### src/rtl/count_load_sequencer_if.sv
// Command bus into the count/load sequencer: one {clear, data} command per
// valid/ready handshake.
interface count_load_sequencer_if;
   logic       cmd_valid;
   logic       cmd_ready;
   logic       cmd_clear;
   logic [3:0] cmd_data;

   modport master (output cmd_valid, cmd_clear, cmd_data, input cmd_ready);
   modport slave  (input cmd_valid, cmd_clear, cmd_data, output cmd_ready);
endinterface

### src/rtl/count_load_sequencer.sv
// Buffers load/clear commands, issues them to a downstream counter as
// spaced single-cycle pulses and checks the counter value read back.
//
// state   | meaning
// S_IDLE  | waiting for a FIFO entry; head decoded into registered pulse here
// S_ISSUE | ctr_load or ctr_rst high for this cycle; head popped at its end
// S_CHECK | ctr_count compared with expected; result registered
// S_WAIT  | GAP idle cycles before the next issue
module count_load_sequencer #(
   parameter int DEPTH  = 4,
   parameter int GAP    = 2,
   parameter int OFFSET = 0
) (
   input  logic                      clk,
   input  logic                      rst,
   count_load_sequencer_if.slave     cmd,
   output logic                      ctr_rst,
   output logic                      ctr_load,
   output logic [3:0]                ctr_data,
   input  logic [3:0]                ctr_count,
   output logic                      chk_valid,
   output logic                      chk_err,
   output logic [7:0]                err_cnt,
   output logic [$clog2(DEPTH):0]    level,
   output logic                      busy
);

   localparam int              PW     = $clog2(DEPTH);
   localparam int              LW     = PW + 1;
   localparam logic [3:0]      OFF4   = 4'(OFFSET);
   localparam logic [3:0]      GAP_M1 = (GAP > 0) ? 4'(GAP - 1) : 4'd0;
   localparam logic [LW-1:0]   FULL   = LW'(DEPTH);

   typedef enum logic [1:0] {S_IDLE, S_ISSUE, S_CHECK, S_WAIT} state_t;

   state_t          state_q, state_d;
   logic [4:0]      mem_q [DEPTH];
   logic [PW-1:0]   wr_ptr_q, wr_ptr_d, rd_ptr_q, rd_ptr_d;
   logic [LW-1:0]   level_q, level_d;
   logic [3:0]      exp_q, exp_d;
   logic [3:0]      wait_q, wait_d;
   logic            cmd_ready_q, cmd_ready_d;
   logic            ctr_rst_q, ctr_rst_d;
   logic            ctr_load_q, ctr_load_d;
   logic [3:0]      ctr_data_q, ctr_data_d;
   logic            chk_valid_q, chk_valid_d;
   logic            chk_err_q, chk_err_d;
   logic [7:0]      err_cnt_q, err_cnt_d;
   logic            busy_q, busy_d;
   logic            push, pop;
   logic [4:0]      head;

   always_comb begin
      push        = cmd.cmd_valid && cmd_ready_q;
      pop         = (state_q == S_ISSUE);
      head        = mem_q[rd_ptr_q];
      state_d     = state_q;
      wr_ptr_d    = wr_ptr_q;
      rd_ptr_d    = rd_ptr_q;
      level_d     = level_q;
      exp_d       = exp_q;
      wait_d      = wait_q;
      ctr_rst_d   = 1'b0;
      ctr_load_d  = 1'b0;
      ctr_data_d  = ctr_data_q;
      chk_valid_d = 1'b0;
      chk_err_d   = 1'b0;
      err_cnt_d   = err_cnt_q;

      if (push) wr_ptr_d = wr_ptr_q + PW'(1);
      if (pop)  rd_ptr_d = rd_ptr_q + PW'(1);
      case ({push, pop})
         2'b10:   level_d = level_q + LW'(1);
         2'b01:   level_d = level_q - LW'(1);
         default: level_d = level_q;
      endcase

      case (state_q)
         S_IDLE: begin
            if (level_q != '0) begin
               state_d = S_ISSUE;
               if (head[4]) begin
                  ctr_rst_d  = 1'b1;
                  ctr_data_d = 4'd0;
                  exp_d      = 4'd0;
               end else begin
                  ctr_load_d = 1'b1;
                  ctr_data_d = head[3:0];
                  exp_d      = head[3:0] + OFF4;
               end
            end
         end
         S_ISSUE: state_d = S_CHECK;
         S_CHECK: begin
            chk_valid_d = 1'b1;
            chk_err_d   = (ctr_count != exp_q);
            if ((ctr_count != exp_q) && (err_cnt_q != 8'hFF))
               err_cnt_d = err_cnt_q + 8'd1;
            if (GAP > 0) begin
               state_d = S_WAIT;
               wait_d  = GAP_M1;
            end else begin
               state_d = S_IDLE;
            end
         end
         S_WAIT: begin
            if (wait_q == 4'd0) state_d = S_IDLE;
            else                wait_d  = wait_q - 4'd1;
         end
         default: state_d = S_IDLE;
      endcase

      // Ready is registered from the next level, so a pop at full never frees a slot the same cycle.
      cmd_ready_d = (level_d != FULL);
      busy_d      = (state_d != S_IDLE) || (level_d != '0);
   end

   always_ff @(posedge clk or negedge rst) begin
      if (!rst) begin
         state_q     <= S_IDLE;
         wr_ptr_q    <= '0;
         rd_ptr_q    <= '0;
         level_q     <= '0;
         exp_q       <= 4'd0;
         wait_q      <= 4'd0;
         cmd_ready_q <= 1'b0;
         ctr_rst_q   <= 1'b1;
         ctr_load_q  <= 1'b0;
         ctr_data_q  <= 4'd0;
         chk_valid_q <= 1'b0;
         chk_err_q   <= 1'b0;
         err_cnt_q   <= 8'd0;
         busy_q      <= 1'b0;
      end else begin
         state_q     <= state_d;
         wr_ptr_q    <= wr_ptr_d;
         rd_ptr_q    <= rd_ptr_d;
         level_q     <= level_d;
         exp_q       <= exp_d;
         wait_q      <= wait_d;
         cmd_ready_q <= cmd_ready_d;
         ctr_rst_q   <= ctr_rst_d;
         ctr_load_q  <= ctr_load_d;
         ctr_data_q  <= ctr_data_d;
         chk_valid_q <= chk_valid_d;
         chk_err_q   <= chk_err_d;
         err_cnt_q   <= err_cnt_d;
         busy_q      <= busy_d;
      end
   end

   // Storage needs no reset: emptiness is tracked by the pointers and level.
   always_ff @(posedge clk) begin
      if (push) mem_q[wr_ptr_q] <= {cmd.cmd_clear, cmd.cmd_data};
   end

   assign cmd.cmd_ready = cmd_ready_q;
   assign ctr_rst       = ctr_rst_q;
   assign ctr_load      = ctr_load_q;
   assign ctr_data      = ctr_data_q;
   assign chk_valid     = chk_valid_q;
   assign chk_err       = chk_err_q;
   assign err_cnt       = err_cnt_q;
   assign level         = level_q;
   assign busy          = busy_q;

endmodule

### src/flat_wrapper.sv
// flat-port wrapper written by rule: the top's interface ports become plain ports
module count_load_sequencer_flat 
#(
   parameter int DEPTH  = 4,
   parameter int GAP    = 2,
   parameter int OFFSET = 0
)
  (clk, rst, ctr_rst, ctr_load, ctr_data, ctr_count, chk_valid, chk_err, err_cnt, level, busy, cmd_cmd_valid, cmd_cmd_clear, cmd_cmd_data, cmd_cmd_ready);
  count_load_sequencer_if cmd_i ();
  input  logic clk;
  input  logic rst;
  output logic ctr_rst;
  output logic ctr_load;
  output logic [3:0] ctr_data;
  input  logic [3:0] ctr_count;
  output logic chk_valid;
  output logic chk_err;
  output logic [7:0] err_cnt;
  output logic [$clog2(DEPTH):0] level;
  output logic busy;
  input wire logic [$bits(cmd_i.cmd_valid)-1:0] cmd_cmd_valid;
  input wire logic [$bits(cmd_i.cmd_clear)-1:0] cmd_cmd_clear;
  input wire logic [$bits(cmd_i.cmd_data)-1:0] cmd_cmd_data;
  output wire logic [$bits(cmd_i.cmd_ready)-1:0] cmd_cmd_ready;
  assign cmd_i.cmd_valid = cmd_cmd_valid;
  assign cmd_i.cmd_clear = cmd_cmd_clear;
  assign cmd_i.cmd_data = cmd_cmd_data;
  assign cmd_cmd_ready = cmd_i.cmd_ready;
  count_load_sequencer #(.DEPTH(DEPTH), .GAP(GAP), .OFFSET(OFFSET)) u_core (.clk(clk), .rst(rst), .cmd(cmd_i), .ctr_rst(ctr_rst), .ctr_load(ctr_load), .ctr_data(ctr_data), .ctr_count(ctr_count), .chk_valid(chk_valid), .chk_err(chk_err), .err_cnt(err_cnt), .level(level), .busy(busy));
endmodule
### config.mk
export PLATFORM = sky130hd
export DESIGN_NAME = count_load_sequencer_flat
export DESIGN_NICKNAME = d
export VERILOG_FILES = /design/src/rtl/count_load_sequencer_if.sv /design/src/rtl/count_load_sequencer.sv /design/src/flat_wrapper.sv
export SDC_FILE = /design/constraint.sdc
export NUM_CORES = 1
export LEC_CHECK = 0
export CORE_MARGIN = 4
export CORE_UTILIZATION = 50
export DETAILED_ROUTE_END_ITERATION = 7
export GPL_ROUTABILITY_DRIVEN = 0
export MAX_ROUTING_LAYER = met4
export PLACE_DENSITY = 0.76
export SLEW_MARGIN = 20
export SYNTH_ARGS = -nofsm -noshare
export SYNTH_HDL_FRONTEND = slang
export SYNTH_SLANG_ARGS = --single-unit
### constraint.sdc
create_clock -name clk -period 3.04 [get_ports clk]
set_input_delay 0.456 -clock clk [delete_from_list [all_inputs] [get_ports clk]]
set_output_delay 0.456 -clock clk [all_outputs]
set_load 0.02 [all_outputs]
Yosys cells after proc, flatten, opt, wreduce, memory -nomap -nowiden
Memory sizes are Yosys's and may differ from the RTL's.
Cells that the tools add are included.
{ "totals": {"wordCells": 58, "reg_bits": 31, "mem_bits_rw": 20, "rom_bits": 0, "latch_bits": 0, "out_inout_bits": 21, "mem_count": 1, "input_bits": 12} }
{ "classes": {"multipliers": 0, "reduce_logical": 12, "n_lt_le_gt_ge": 0, "n_mux": 17, "add_sub_neg": 6, "n_shift": 0, "eq_ne": 9, "div": 0, "bitwise": 0} }
{ "memory_table": {"columns": ["name", "depth", "width", "rd", "rd_clocked_by_memory_dff", "write_ports", "line_no", "text"], "rows": [
  ["u_core.mem_q", 4, 5, 1, 0, 1, "count_load_sequencer.sv:37", "logic [4:0] mem_q [DEPTH];"]
]} }
{ "op_table": {"columns": ["op", "count"], "rows": [
  ["1-bit two-way mux", 10],
  ["8-bit by 1-bit adder with 8-bit output, second input constant", 1],
  ["4-bit two-way mux", 2],
  ["8-bit inequality test, second input constant", 1],
  ["2-bit case mux with 4 select lines", 1],
  ["4-bit case mux with 2 select lines", 1],
  ["2-bit == test, second input constant", 3],
  ["3-bit case mux with 2 select lines", 1],
  ["2-bit AND reduction", 3],
  ["3-bit nonzero test", 2],
  ["2-bit by 1-bit adder with 2-bit output, second input constant", 2],
  ["2-bit by 1-bit == test with 1-bit output, second input constant", 2],
  ["4-bit logical NOT", 1],
  ["2-bit two-way mux", 2],
  ["4-bit inequality test", 1],
  ["2-bit nonzero test", 2],
  ["4-bit by 1-bit subtractor with 4-bit output, second input constant", 1],
  ["3-bit by 1-bit adder with 3-bit output, second input constant", 1],
  ["3-bit inequality test, second input constant", 1],
  ["3-bit by 1-bit subtractor with 3-bit output, second input constant", 1],
  ["1-bit logical AND", 2],
  ["2-bit logical NOT", 1],
  ["2-bit inequality test, second input constant", 1],
  ["1-bit logical OR", 1]
]} }

Longest topological paths before layout
{ "depth": {"depth_word": 5, "ltp_mapped": 8, "mapped_depth_nobuf": 7} }

Worst setup path after synthesis
OpenSTA, ideal clock, no wires.
{ "synth_path": {"path_kind": "reg-to-reg", "startpoint": "reg u_core.state_q[0]", "endpoint": "reg u_core.busy_q, in the netlist u_core.busy", "slack_ns": 0.713, "stages_incl_launch_ff": 9, "required_ns": 2.909, "t_arrival_ns": 2.196, "synth_period_minus_slack_ns": 2.327, "path_buffers": 1, "setup_time_ns": 0.131, "cell_sequence": "dfrtp_1 -> clkbuf_1 -> nor2b_1 -> ha_1 -> fa_1 -> mux2_2 -> nor2_1 -> nand2_1 -> or3_1"} }
{ "synth_between": {"elab_chain_cells": 5, "word_cells_on_any_way": 13, "classes_between": "5 x eq/ne; 4 x mux; 4 x reduce/logical"} }
{ "synth_lines": {"columns": ["element", "line_no", "text"], "rows": [
  ["start: declaration", "count_load_sequencer.sv:36", "state_t state_q, state_d;"],
  ["start signal: assignment", "count_load_sequencer.sv:135", "state_q <= state_d;"],
  ["2-bit by 1-bit == test with 1-bit output (*)", "count_load_sequencer.sv:55", "pop = (state_q == S_ISSUE);"],
  ["2-bit by 1-bit == test with 1-bit output or 2-bit == test (tied branches)", "count_load_sequencer.sv:72", "case ({push, pop})"],
  ["3-bit case mux with 2 select lines (*)", "count_load_sequencer.sv:72", null],
  ["named net u_core.level_d[1]", "count_load_sequencer.sv:39", "logic [LW-1:0] level_q, level_d;"],
  ["3-bit nonzero test (*)", "count_load_sequencer.sv:115", "busy_d = (state_d != S_IDLE) || (level_d != '0);"],
  ["1-bit logical OR (*)", "count_load_sequencer.sv:115", null],
  ["named net u_core.busy_d", "count_load_sequencer.sv:49", "logic busy_q, busy_d;"],
  ["end signal: assignment", "count_load_sequencer.sv:148", "busy_q <= busy_d;"],
  ["end: declaration", "count_load_sequencer.sv:49", null]
]} }
The timed path passes the listed nets; every way through them passes the cells marked *.
A chain may end at the register's enable or synchronous reset.

Worst setup path in the final report
Same ends and word-level chain as after synthesis.

==> impl_metrics.ini <==
[logic_synthesis]
yosys_warnings = 0
synthTopCellsByArea = dfrtp_1, edfxtp_1, xor2_1
synth.distinct_cells = 35
avgSynthCellArea_sq_um = 13.9
synth_area_sq_um = 2230
syn_nets = 181
synthFlopType = dfrtp_1
synth_edf_count = 20
synth.ff_latch_count = 51
async_flop_share_pct = 60.8
synth_top_cell_by_area = dfrtp_1
ys_seq_area_share_pct = 61.9
synthCells = 160
synth_top_area_share_pct = 33.7

[place]
portBuffers = 32
dpl-instance-area_sq_um = 2610
dpl_worst_slack_ns = 0.325
dp_hpwl_mm = 2.95

[sta]
period_share_pct = 81.2
finalHoldWorstSlack_ns = 0.497
period_minus_slack_ns = 2.47
rsz0062_at_grt = no
slew_viol_final = 0
final.setup.tns_ns = 0
fmax_mhz = 405
final-hold-violation-count = 0
relSlewSlack_pct = 64.1
fin_skew_ns = 0.00602
setup_slack_ns = 0.572
setup_viol = 0
tightest_slew_ns = 0.537

[setup_path]
r2r_slack_ns = 0.57
cp_slowest_cell = dfrtp_1
worstPathArrival_ns = 2.64
crit_fanout = 9
crit_path_max_incr_delay_ns = 0.53
cp.required_ns = 3.21
crit_type = reg2reg
critical_path.top_delay_family = simple AND/OR/NAND/NOR gates
cp_num_buf_inv = 0
path_cells = nor2b_1 -> ha_1 -> fa_1 -> mux2_2 -> nor2_1 -> nand2_1 -> or3_1
end_kind = register
startpoint_type = register

[clock_network]
path_clk_slew_ns = 0.09
clockBufferDepth = 2
cts-root-buf = clkbuf_8
cts_post_setup_buffers_inserted = 0
cts_resized = 0
clk_latency_ns = 0.29
cts_tree = done
hold_buffers = 0
cts_made_buffers = 5
htreeDepth = 2
clock_sinks = 51

[layout]
nets = 218
nFillCells = 342
n_antenna_cell = 0
stdcell_area_sq_um = 2700
area_growth_pct = 21.4
drive_above_1_share_pct = 12.1

[global_route]
grt_pass1_wl_mm = 6.26
track_usage_pct = 15.6
grt_max_degree = 32
grt_pass1_vias = 1327
overflow = 0
antenna_found_initial = 0

[pwr]
vdd_drop_max_mv = 0.539
power.density_nw_per_um2 = 955
p_leak_uw = 0.00113

[drt]
drt_first_pass_iters = 4
vias_per_cell = 5.26
avgRoutedWirePerCell_um = 15.4
routed_wl_mm = 3.86
vias = 1314
ant_nets = 0
remaining_drc_errors = 0
drt-initial-drc-count = 79

[floorplan]
rows = 24
start_util_pct = 51.5
io_pins = 33
coreArea_sq_um = 4320
die_h_um = 74.7
dieArea_sq_um = 5580
chipWidth_um = 74.7

[status]
outcome = complete, no violations

[flow_run]
maxCapViolCount = 0

[min_path]
hold_class = reg2reg
## cells by family (layout without fill, tap and decap cells)
kind of cell               after synthesis  in the layout  share of synthesized area [%]
buffers and inverters                   10             48                           1.74
DFF                                     51             51                           61.9
muxes                                    9              9                           7.25
adders and majority gates                9              9                           5.40
AOI/OAI and AO/OA                       13             13                           4.72
xor gates and xnor gates                17             17                           6.69
and+or+nand+nor                         51             51                           12.3
## worst register-to-register path: cells and delay by family, from the launching register on
kind          cells  cell delay (ns)
fa+ha+maj         2             0.71
flops             1             0.53
mux               1             0.30
simple gates      4             0.80
## worst paths after layout
check	startpoint	depth (start not counted)	end
setup / recovery	u_core.state_q[0]$_DFF_PN0_	7	u_core.busy$_DFF_PN0_
hold / removal	u_core.err_cnt[7]$_DFFE_PN0P_	1	u_core.err_cnt[7]$_DFFE_PN0P_
setup reg to reg	u_core.state_q[0]$_DFF_PN0_	7	u_core.busy$_DFF_PN0_
hold reg to reg	u_core.err_cnt[7]$_DFFE_PN0P_	1	u_core.err_cnt[7]$_DFFE_PN0P_
max in group asynchronous	rst	2	u_core.ctr_rst$_DFF_PN1_
min in group asynchronous	rst	2	u_core.chk_err$_DFF_PN0_
## power by group
part / switching [uW] / total (uW) / internal (uW)
Sequential: 213 / 1140 / 930
Combinational: 518 / 1060 / 538
Clock: 219 / 383 / 165
Total: 949 / 2580 / 1630
## per-layer routing
metal  up-vias  global-route usage (%)  part of all wire (%)
met4         0                    4.35                   1.4
met2        38                    26.1                    52
met3         7                    4.14                   4.9
li1        640                       -                     -
met1       629                    18.6                    42
met5         -                       -                     0
## registers in the layout, indices dropped and copies added (netlist names)
signal                flops
u_core.mem_q             20
u_core.err_cnt            8
u_core.ctr_data           4
u_core.wait_q             4
u_core.level              3
u_core.rd_ptr_q           2
u_core.state_q            2
u_core.wr_ptr_q           2
u_core.busy               1
u_core.chk_err            1
u_core.chk_valid          1
u_core.cmd.cmd_ready      1
u_core.ctr_load           1
u_core.ctr_rst            1
## cells in the final DEF, fill, tap and decap left out, drive strengths merged, types with 5 or more instances in the layout
| master | n |
|---|---|
| xor2 | 13 |
| clkdlybuf4s50 | 32 |
| dfrtp | 30 |
| edfxtp | 20 |
| nand2b | 6 |
| ha | 8 |
| clkbuf | 5 |
| o21ai | 6 |
| inv | 7 |
| nor2 | 7 |
| mux4 | 5 |
| nand2 | 15 |
| and3 | 5 |
## synth_stat cells, drive strengths merged, types with 2 or more instances
cell	number
xnor2	4
nand3	3
nor2	7
clkbuf	3
ha	8
mux4	5
dfrtp	30
nor2b	3
nand2b	6
edfxtp	20
nor4	3
o21ai	6
a22o	3
xor2	13
inv	6
nand2	15
nor3	3
nor3b	2
mux2	4
and3	5
## cell type report
type	instances	area [sq um]	area share, %
flip-flops and latches	51	1380	51.0
multi-input cells	99	810	30.0
clock inverters	3	23.8	0.880
well taps	52	65.1	2.41
inverters	6	22.5	0.833
clock buffers	5	68.8	2.55
repair buffers	34	335	12.4
## metrics by stage
stage | power [uW] | utilization (%) | cells
global placement | 2140 | 60.4 | 242
finish | 2580 | 62.5 | 250
detailed placement | 2220 | 60.4 | 242
floorplan | 1830 | - | 160
global route | 2770 | 62.5 | 250
CTS | 2610 | 62.5 | 250
No activity file was read; power rests on OpenSTA's default activity.
==> RTL change 1: new RTL, same settings <==
`DEPTH` is set to 4 in 2 places; all go to 8.
--- a/src/rtl/count_load_sequencer.sv
+++ b/src/rtl/count_load_sequencer.sv
@@ -7,7 +7,7 @@
 // S_CHECK | ctr_count compared with expected; result registered
 // S_WAIT  | GAP idle cycles before the next issue
 module count_load_sequencer #(
-   parameter int DEPTH  = 4,
+   parameter int DEPTH  = 8,
    parameter int GAP    = 2,
    parameter int OFFSET = 0
 ) (
--- a/src/flat_wrapper.sv
+++ b/src/flat_wrapper.sv
@@ -1,7 +1,7 @@
 // flat-port wrapper written by rule: the top's interface ports become plain ports
 module count_load_sequencer_flat 
 #(
-   parameter int DEPTH  = 4,
+   parameter int DEPTH  = 8,
    parameter int GAP    = 2,
    parameter int OFFSET = 0
 )
Interface: changed (resized level); port bits go from 33 to 34. The function was not compared with the original's and may differ.
==> RTL change 1 against the unedited design <==
- sequential cell count rose by 23
- power increased by 46%
- non-clock buffer count rose by 6
- area after synthesis rose by 47%
- final area increased by 45%
- routed wire length up 51%
- cell count up 43%
- sequential power is 43% higher
- setup slack better by 0.11 ns
- largest cell class unchanged
- highest routed layer unchanged
==> RTL change 1: results (changes against the unedited design) <==
Clocking
  • Post CTS Setup Buffer Count: 0 (unchanged)
  • Max Root-Sink Buffers: 2 (unchanged)
  • H-Tree Depth: 3 (+1)
  • CTS Buf Count: 9 (+4)

Pwr
  • Pleak: 1.531 nW (+36%)
  • Power Dens Cells: 962.7 nW/um^2 (+0.78%)
  • Maximum VDD drop: 0.0005137 V (-4.7%)
  • Clock power share: 21.1% (+6.3 points)
  • Flop pwr share: 43.3% (-1.0 points)
  • P_sw: 0.001357 W (+43%)

Cells and area
  • Layout fillers: 478 (+40%)
  • Share of cells above drive strength 1: 15.71% (+3.6 points)
  • Largest register FFs: 40 (+100%)

STA
  • Worst hold margin: 0.4955 ns (-0.001631 ns)
  • Slew margin rel.: 37.12% (-27 points)
  • Skew final: 0.007925 ns (+0.001908 ns)

Synth
  • Syn avg cell area: 14.13 um^2 (+1.6%)
  • XOR/XNOR Fraction of Synth Area: 6.094% (-0.59 points)
  • Sequential area share after synthesis: 62.90% (+1.0 points)
  • Most used DFF post-synth: edfxtp_1
  • Synth top area cells: edfxtp_1 37%, dfrtp_1 25%, mux4_2 5.5%, xnor2_1 4.8%, mux2i_1 3.1%
  • Top post-synthesis cells by count: 40 x edfxtp_1, 33 x dfrtp_1, 18 x xnor2_1
  • Post-Synth Adder-Cell Area: 2.683% (-2.7 points)
  • Cell variety after synth: 45 (+29%)
  • Async SR Flop Fraction: 45.95% (-15 points)
  • Post-synth EDFFs: 40 (+100%)
  • Mux cell area share after synthesis: 9.621% (+2.4 points)

Critical path
  • Crit-path max FO: 9 (unchanged)
  • CP max-delay cell: clkdlybuf4s50_1
  • Delay-heaviest family, CP: compound AO/OA/AOI/OAI gates
  • FF-to-FF Start: u_core.state_q[1]
  • Reg2Reg Setup Slack: 0.70 ns (+0.13 ns)
  • CP arrival: 2.58 ns (-0.06 ns)
  • Worst Reg-to-Reg Cells: 8 (+1)
  • CP Launch Point: cmd_cmd_valid

Drt
  • WL met1: 2.420 mm (+50%)
  • Avg WL per Cell: 16.27 um (+5.5%)
  • First DRT Iteration DRCs: 87 (+10%)
  • Via/cell ratio: 5.454 (+3.8%)
  • Met2 WL: 3.036 mm (+52%)

Placement
  • Post-Place Cells: 341 (+41%)
  • Port bufs: 33 (+3.1%)
  • Dpl cell area: 3705 um^2 (+42%)
  • Dpl ws: 0.3329 ns (+0.008049 ns)
  • DPL Wire Length: 4.061 mm (+38%)

Min path
  • Worst hold path endpoint: u_core.err_cnt[5]
  • Hold_sp: u_core.err_cnt[5]

Global route
  • GR Util met3: 5.121% (+0.98 points)
  • Vias in the first global route: 2021 (+52%)
  • First-pass GRT wire length: 9.722 mm (+55%)
  • Antenna violations before repair: 0 (unchanged)
  • GRT met2 Usage: 27.87% (+1.7 points)
  • Gr usage total: 17.24% (+1.7 points)

Run status
  • Status: finished, final reports clean
RTL change 1: how the worst max path moves through the flow:
stage	endpoint	slack, ns	cells past startpoint
after floorplan	u_core.busy	0.91	8
after global placement	u_core.busy	0.38	8
after detailed placement	u_core.busy	0.33	8
after CTS	u_core.busy	0.69	8
after global routing	u_core.busy	0.56	8
final	u_core.busy	0.68	8
RTL change 1: cell families after synthesis:
group / after synthesis
adders and majority gates: 7
muxes: 21
xor gates and xnor gates: 21
DFF: 74
AOI/OAI and AO/OA: 19
and+or+nand+nor: 73
buffers and inverters: 16
RTL change 1: area by class of cell:
type,count,area [um^2],area share [%]
Clock buffer,9,123.9,3.166
Inverter,9,38.79,0.9914
Multi-Input combinational cell,141,1134,28.97
Sequential cell,74,2053,52.48
Tap cell,77,96.34,2.462
Clock inverter,7,83.83,2.143
Timing Repair Buffer,40,382.9,9.786
==> RTL change 2: new RTL, config.mk and constraints unchanged <==
Without the edit above. Make the reset (`rst`) synchronous in one clocked block.
--- a/src/rtl/count_load_sequencer.sv
+++ b/src/rtl/count_load_sequencer.sv
@@ -115,7 +115,7 @@
       busy_d      = (state_d != S_IDLE) || (level_d != '0);
    end
 
-   always_ff @(posedge clk or negedge rst) begin
+   always_ff @(posedge clk) begin
       if (!rst) begin
          state_q     <= S_IDLE;
          wr_ptr_q    <= '0;
Formal check against the unedited RTL: differs if rst is asserted again (counterexample within 4 cycles, from zero or initial values and one cycle with rst low); with rst held inactive, the same outputs for 10 cycles.
==> RTL change 2 against the unedited design <==
- power is 23% lower
- count of clock-buffer cells in the layout stayed put
- global-route usage grew 0.23 points
- sequential cell count rose by 2
- non-clock buffer count increased by 1
- routed wire length up 1.3%
- critical path depth grew 1
- final area is 0.32% higher
- setup slack improved by 0.31 ns
- area after synthesis increased by 0.39%
==> RTL change 2: results (changes against the unedited design) <==
Global route
  • Largest net degree at the start of global routing: 24 (-25%)
  • First-pass GRT wire length: 6.389 mm (+2.1%)
  • Gr usage total: 15.79% (+0.23 points)
  • Vias in the first global route: 1425 (+7.4%)

Synth
  • Cell variety after synth: 43 (+23%)
  • Synth top area cells: dfxtp_1 30%, edfxtp_1 27%, mux4_2 5.0%, ha_1 4.5%, a21oi_1 2.9%
  • XOR/XNOR Fraction of Synth Area: 3.527% (-3.2 points)
  • Syn avg cell area: 11.82 um^2 (-15%)
  • Top post-synthesis cells by count: 33 x dfxtp_1, 20 x edfxtp_1, 13 x a21oi_1, 13 x nand2_1, 10 x nor2_1
  • Synthesized netlist net count: 210 (+16%)
  • Compound-Gate Fraction of Synth Area: 9.686% (+5.0 points)

Critical path
  • CP max-delay cell: clkdlybuf4s50_1
  • Worst Reg-to-Reg Cells: 6 (-1)
  • CP arrival: 2.32 ns (-0.32 ns)
  • Worst reg2reg endpoint: u_core.busy
  • Reg2Reg Setup Slack: 0.98 ns (+0.41 ns)
  • Crit-path max FO: 6 (-3)

Drt
  • Vias: 1490 (+13%)
  • Avg WL per Cell: 14.15 um (-8.2%)

Pwr
  • Pleak: 0.9576 nW (-15%)
  • P_sw: 0.0006113 W (-36%)
  • Power Dens Cells: 734.8 nW/um^2 (-23%)
  • Seq. pwr: 0.000929 W (-19%)

Run status
  • Status: finished, final reports clean

STA
  • Min cycle time layout: 2.161 ns (-0.3073 ns)
  • Worst-Margin Slew: 0.7624 ns (+0.2254 ns)

Cells and area
  • Final cell count without fillers: 276 (+10%)
  • Nets: 244 (+12%)
  • Share of cells above drive strength 1: 9.375% (-2.7 points)

Min path
  • Hold_sp: u_core.ctr_data[1]

Placement
  • Post-Place Cells: 268 (+11%)
  • Dpl ws: 0.5459 ns (+0.2211 ns)
[RTL change 2: final cells by class]
type                            count  area (um^2)
Timing Repair Buffer               35        342.8
Sequential cell                    53         1261
Inverter                            8        30.03
Clock inverter                      3        41.29
Tap cell                           52        65.06
Clock buffer                        5        68.82
Fill cell                         352         1643
Multi-Input combinational cell    120        902.1
[RTL change 2: layer usage]
| metal | up-vias | GRT usage [%] | share of wire, % |
|---|---|---|---|
| li1 | 751 | - | - |
| met1 | 702 | 18.86 | 45 |
| met2 | 32 | 25.92 | 49 |
| met3 | 5 | 4.673 | 5.4 |
| met4 | 0 | 4.545 | 1.1 |
| met5 | - | - | 0 |
[RTL change 2: kinds of logic after synthesis]
logic type      Yosys count
fa+ha+maj                 9
flops                    53
mux                       8
compound gates           33
xor+xnor                  9
buf+inv                  16
simple gates             61
